<file path="config.mk">
export PLATFORM = sky130hd
export DESIGN_NAME = twos_comp_accum
export DESIGN_NICKNAME = d
export VERILOG_FILES = /design/src/rtl/twos_comp_accum.sv
export SDC_FILE = /design/constraint.sdc
export NUM_CORES = 1
export LEC_CHECK = 0
export CAP_MARGIN = 25
export CORE_MARGIN = 2
export CORE_UTILIZATION = 32
export DETAILED_ROUTE_END_ITERATION = 6
export PLACE_DENSITY = 0.62
export SYNTH_ARGS = -nofsm -noshare
export SYNTH_HDL_FRONTEND = slang
export SYNTH_SLANG_ARGS = --single-unit
</file>
<file path="constraint.sdc">
create_clock -name t_clk -period 3.2 [get_ports t_clk]
set_input_delay 0.64 -clock t_clk [delete_from_list [all_inputs] [get_ports t_clk]]
set_output_delay 0.64 -clock t_clk [all_outputs]
set_load 0.02 [all_outputs]
</file>
<file path="src/rtl/twos_comp_accum.sv">
// twos_comp_accum
// Sums COUNT consecutive signed samples from the complement stage over a
// valid/ready handshake and presents one saturated signed WIDTH-bit result.
// The accumulator is wide enough that it never wraps; clipping is applied
// only when the result is registered on entry to HOLD.
module twos_comp_accum #(
    parameter int unsigned WIDTH     = 12,
    parameter int unsigned COUNT     = 4,
    parameter int unsigned ACC_WIDTH = 16
) (
    input  logic             t_clk,
    input  logic             rst_n,
    input  logic             clear,
    input  logic             in_valid,
    output logic             in_ready,
    input  logic [WIDTH-1:0] in_data,
    output logic             out_valid,
    input  logic             out_ready,
    output logic [WIDTH-1:0] out_data,
    output logic             out_sat,
    output logic             busy
);

    localparam int unsigned CNT_W = (COUNT < 2) ? 1 : $clog2(COUNT + 1);

    localparam logic [CNT_W-1:0] CNT_ONE  = CNT_W'(1);
    localparam logic [CNT_W-1:0] CNT_LAST = CNT_W'(COUNT - 1);

    localparam logic signed [ACC_WIDTH-1:0] SAT_MAX =
        ACC_WIDTH'($signed({1'b0, {(WIDTH-1){1'b1}}}));
    localparam logic signed [ACC_WIDTH-1:0] SAT_MIN =
        ACC_WIDTH'($signed({1'b1, {(WIDTH-1){1'b0}}}));

    typedef enum logic [1:0] {
        IDLE,
        ACCUM,
        HOLD
    } state_t;

    state_t                        state_q, state_d;
    logic signed [ACC_WIDTH-1:0]   acc_q, acc_d;
    logic        [CNT_W-1:0]       cnt_q, cnt_d;
    logic        [WIDTH-1:0]       out_data_q, out_data_d;
    logic                          out_sat_q, out_sat_d;

    logic signed [ACC_WIDTH-1:0]   sample_sext;
    logic signed [ACC_WIDTH-1:0]   sum;
    logic                          in_xfer;
    logic        [WIDTH-1:0]       sat_data;
    logic                          sat_flag;

    // State register: reset first, everything else decided in the next-state logic.
    always_ff @(posedge t_clk) begin
        if (!rst_n) begin
            state_q    <= IDLE;
            acc_q      <= '0;
            cnt_q      <= '0;
            out_data_q <= '0;
            out_sat_q  <= 1'b0;
        end else begin
            state_q    <= state_d;
            acc_q      <= acc_d;
            cnt_q      <= cnt_d;
            out_data_q <= out_data_d;
            out_sat_q  <= out_sat_d;
        end
    end

    // Running sum including the current sample, and its clipped WIDTH-bit form.
    always_comb begin
        sample_sext = ACC_WIDTH'($signed(in_data));
        sum         = (state_q == IDLE) ? sample_sext : (acc_q + sample_sext);
        in_xfer     = in_valid && (state_q != HOLD);
        if (sum > SAT_MAX) begin
            sat_data = SAT_MAX[WIDTH-1:0];
            sat_flag = 1'b1;
        end else if (sum < SAT_MIN) begin
            sat_data = SAT_MIN[WIDTH-1:0];
            sat_flag = 1'b1;
        end else begin
            sat_data = sum[WIDTH-1:0];
            sat_flag = 1'b0;
        end
    end

    // Next-state and datapath: clear overrides both handshakes.
    always_comb begin
        state_d    = state_q;
        acc_d      = acc_q;
        cnt_d      = cnt_q;
        out_data_d = out_data_q;
        out_sat_d  = out_sat_q;
        if (clear) begin
            state_d = IDLE;
            acc_d   = '0;
            cnt_d   = '0;
        end else begin
            unique case (state_q)
                IDLE: begin
                    if (in_xfer) begin
                        acc_d = sum;
                        cnt_d = CNT_ONE;
                        if (COUNT == 1) begin
                            state_d    = HOLD;
                            out_data_d = sat_data;
                            out_sat_d  = sat_flag;
                        end else begin
                            state_d = ACCUM;
                        end
                    end
                end
                ACCUM: begin
                    if (in_xfer) begin
                        acc_d = sum;
                        cnt_d = cnt_q + CNT_ONE;
                        if (cnt_q == CNT_LAST) begin
                            state_d    = HOLD;
                            out_data_d = sat_data;
                            out_sat_d  = sat_flag;
                        end
                    end
                end
                HOLD: begin
                    if (out_ready) begin
                        state_d = IDLE;
                        acc_d   = '0;
                        cnt_d   = '0;
                    end
                end
                default: begin
                    state_d = IDLE;
                    acc_d   = '0;
                    cnt_d   = '0;
                end
            endcase
        end
    end

    // Outputs decoded from registered state only.
    always_comb begin
        in_ready  = (state_q != HOLD);
        out_valid = (state_q == HOLD);
        busy      = (state_q != IDLE);
        out_data  = out_data_q;
        out_sat   = out_sat_q;
    end

endmodule
</file>
==> impl_metrics.py <==
metrics = {
    "placement": {
        "gp_congestion": 0.844,
        "dp_cells": 458,
        "post-dp-hpwl_um": 4910,
        "place_area_mm2": 0.00311,
        "portBuffers": 32,
    },
    "final_layout": {
        "instances_no_fill": 472,
        "utilization_pct": 45.8,
        "final_area_mm2": 0.00330,
        "antenna_cells": 0,
        "drive_gt1_share_pct": 23.1,
        "nets": 407,
        "area_growth_pct": 38.9,
    },
    "worst_hold_path": {
        "hold_path.class": "flip-flop to flip-flop",
    },
    "routing": {
        "vias_per_cell": 5.25,
        "wl_um": 6730,
        "initialDrtViolationCount": 92,
        "met3_length_um": 400,
        "via_count": 2476,
        "drc": 0,
        "drt-pass1-iter-count": 4,
        "highest_layer": "met4",
        "wl_met2_um": 3050,
        "postRouteAntennaNets": 0,
        "post_drt_wl_per_cell_um": 14.2,
        "met1Wirelength_um": 3160,
    },
    "clock_network": {
        "cts_sinks": 34,
        "clock_latency_ns": 0.29,
        "cts_buffers": 5,
        "clkTransAtPathRegs_ns": 0.08,
        "h-tree-depth": 2,
        "cts_hold_buf": 0,
        "cts_root_buffer": "clkbuf_8",
        "cts_buffer_depth": 2,
        "cts_tree": "done",
    },
    "timing": {
        "tightest_slew_ns": 0.987,
        "rsz0062_at_grt": "false",
        "skew_ns": 0.00879,
        "slew_viol_final": 0,
        "fmax_mhz": 327,
        "setup_viol": 0,
        "hold_viol": 0,
        "relSlewSlack_pct": 34.2,
        "period_needed_ns": 3.06,
        "fin_crit_sh_pct": 95.5,
    },
    "floorplanning": {
        "num_io_pins": 33,
        "die_h_um": 90.2,
        "initial_core_util_pct": 32.9,
        "dieArea_mm2": 0.00813,
        "core_mm2": 0.00721,
        "die-width_um": 90.2,
        "core.rowCount": 31,
    },
    "worst_setup_path": {
        "critPathMaxFanout": 5,
        "cp_top_family": "buffers and inverters",
        "slowest_delay_ns": 0.62,
        "start_kind": "input pin",
        "crit_type": "input pin to flip-flop",
        "cp_common_cell": "buf_4",
        "critical_path_buf_inv_count": 3,
        "worst_path_max_delay_cell": "xnor2_1",
        "path_cells": "clkdlybuf4s50_1 > ha_1 > buf_4 > nand4b_1 > buf_4 > a21o_2 > nand3_1 > a31oi_1 > xnor2_1 > o211ai_1 > a21oi_1",
        "crit_required_ns": 3.42,
        "critPathCaptureType": "flip-flop",
        "arrival_ns": 3.27,
    },
    "flow_run": {
        "cap_violations": 0,
    },
    "yosys": {
        "yosysWarnings": 0,
        "async_flop_share_pct": 0,
        "netlist_instances": 294,
        "syn-num-nets": 329,
        "syn_avg_cell_area_um2": 8.08,
        "yosysSeqAreaShare_pct": 28.6,
        "ys_types": 53,
        "ys_ff_latch": 34,
        "synth_top_flop_cell": "dfxtp_1",
        "syn-cell-area_mm2": 0.00238,
        "synth_edf_count": 0,
    },
    "power_and_ir_drop": {
        "p_per_area_mw_per_mm2": 318,
        "leakage_nw": 1.33,
        "irDropWorstVdd_mv": 0.166,
    },
    "grt": {
        "antenna_found_initial": 0,
        "track_usage_pct": 17.1,
        "grt_pass1_wl_um": 11500,
        "grt_pass1_vias": 2453,
        "grt_overflow": 0,
        "grt_start_max_net_pins": 26,
    },
    "status": {
        "status": "completed",
    },
}
cells in the mapped netlist, types with 6 or more instances:
master	count	area (um2)
o21ai_1	13	65.1
nand3_1	8	40.0
ha_1	17	213
o21ai_0	15	75.1
a22oi_1	11	82.6
a31oi_1	10	62.6
a21oi_1	33	165
xor2_1	6	52.6
mux2i_1	6	60.1
dfxtp_1	34	681
nor2_1	26	97.6
inv_1	6	22.5
clkbuf_1	9	33.8
xnor2_1	6	52.6
nand2_1	29	109
stage by stage:
stage               setup slack, ns  power (mW)  setup TNS [ns]  hold slack (ns)
CTS                          0.0439        1.05               0            0.452
global route                0.00544        1.10               0            0.479
floorplan                     0.215       0.602               0            0.436
detailed placement           -0.438       0.708           -5.91            0.441
global placement             -0.399       0.704           -5.36            0.439
finish                        0.144        1.05               0            0.449
logic make-up (layout without fill, tap and decap cells):
group	Yosys count	after routing	synth area share (%)
xor gates and xnor gates	13	13	5.58
and+or+nand+nor	91	91	19.0
muxes	6	6	2.53
DFF	34	34	28.6
buffers and inverters	19	97	3.37
adders and majority gates	18	18	9.79
AOI/OAI and AO/OA	113	114	31.1
layout by cell type, fill, tap and decap left out, drive strengths merged, types with 2 or more instances in the layout:
| cell type | n |
|---|---|
| nand4b | 2 |
| buf | 51 |
| nand3 | 8 |
| and2 | 5 |
| o21bai | 2 |
| inv | 6 |
| nand2 | 30 |
| clkbuf | 7 |
| o31ai | 2 |
| xnor2 | 6 |
| nor2b | 2 |
| a31oi | 12 |
| a21oi | 35 |
| dlymetal6s2s | 2 |
| and3 | 2 |
| a22oi | 11 |
| a21o | 4 |
| dfxtp | 34 |
| o21ai | 30 |
| a21boi | 2 |
| a211oi | 3 |
| o211ai | 6 |
| xor2 | 7 |
| nand2b | 5 |
| a31o | 2 |
| clkdlybuf4s50 | 29 |
| nor2 | 27 |
| nor3 | 4 |
| or2 | 2 |
| ha | 17 |
| mux2i | 6 |
path summary, 6_finish.rpt:
| check | start | to | slack (ns) | depth (start not counted) |
|---|---|---|---|---|
| setup / recovery | in_data[4] | out_data[0] | 0.14 | 11 |
| hold / removal | out_data[6] | out_data[6] | 0.45 | 2 |
| hold reg to reg | out_data[6] | out_data[6] | 0.45 | 2 |
| setup reg to reg | acc_q[0] | out_data[5] | 0.47 | 13 |
repair_timing:
item | CTS | global route
endpoints found under the setup margin | 14 | 12
setup buffers | 5 | 0
cloned | 1 | 0
gates resized for setup | 7 | 4
pin swaps | 6 | 3
power by group:
part / total [mW] / leakage, nW / internal (mW) / switching, mW
Combinational: 0.271 / 1.00 / 0.127 / 0.144
Clock: 0.338 / 0.0482 / 0.174 / 0.164
Sequential: 0.439 / 0.276 / 0.431 / 0.00806
final cells by class:
class / count / area [um2]
clock buffer: 7 / 86.3
clock inverter: 1 / 5.00
fill: 745 / 3910
inverter: 6 / 22.5
multi-input combinational: 242 / 1670
sequential: 34 / 681
tap: 99 / 124
timing repair buffer: 83 / 714
layer usage:
| layer | vias to the layer above | track usage (%) |
|---|---|---|
| met5 | - | 0 |
| met4 | 0 | 5.26 |
| met3 | 11 | 3.52 |
| met2 | 64 | 28.2 |
| met1 | 1166 | 22.3 |
| li1 | 1235 | - |
registers in the layout, summed over array words and instances (netlist names):
| register | cells |
|---|---|
| state_q | 2 |
| cnt_q | 3 |
| acc_q | 16 |
| out_sat | 1 |
| out_data | 12 |
worst reg2reg max path, stage by stage (launching register included):
cell	delay (ns)
dfxtp_1	0.31
ha_2	0.19
fa_2	0.36
a21o_1	0.19
a311oi_2	0.28
nor2_1	0.07
a21oi_1	0.16
buf_4	0.15
mux2i_1	0.07
buf_4	0.14
nor4_4	0.28
buf_6	0.17
o211ai_4	0.12
o21ai_1	0.17
Power figures use the tool's default switching activity.
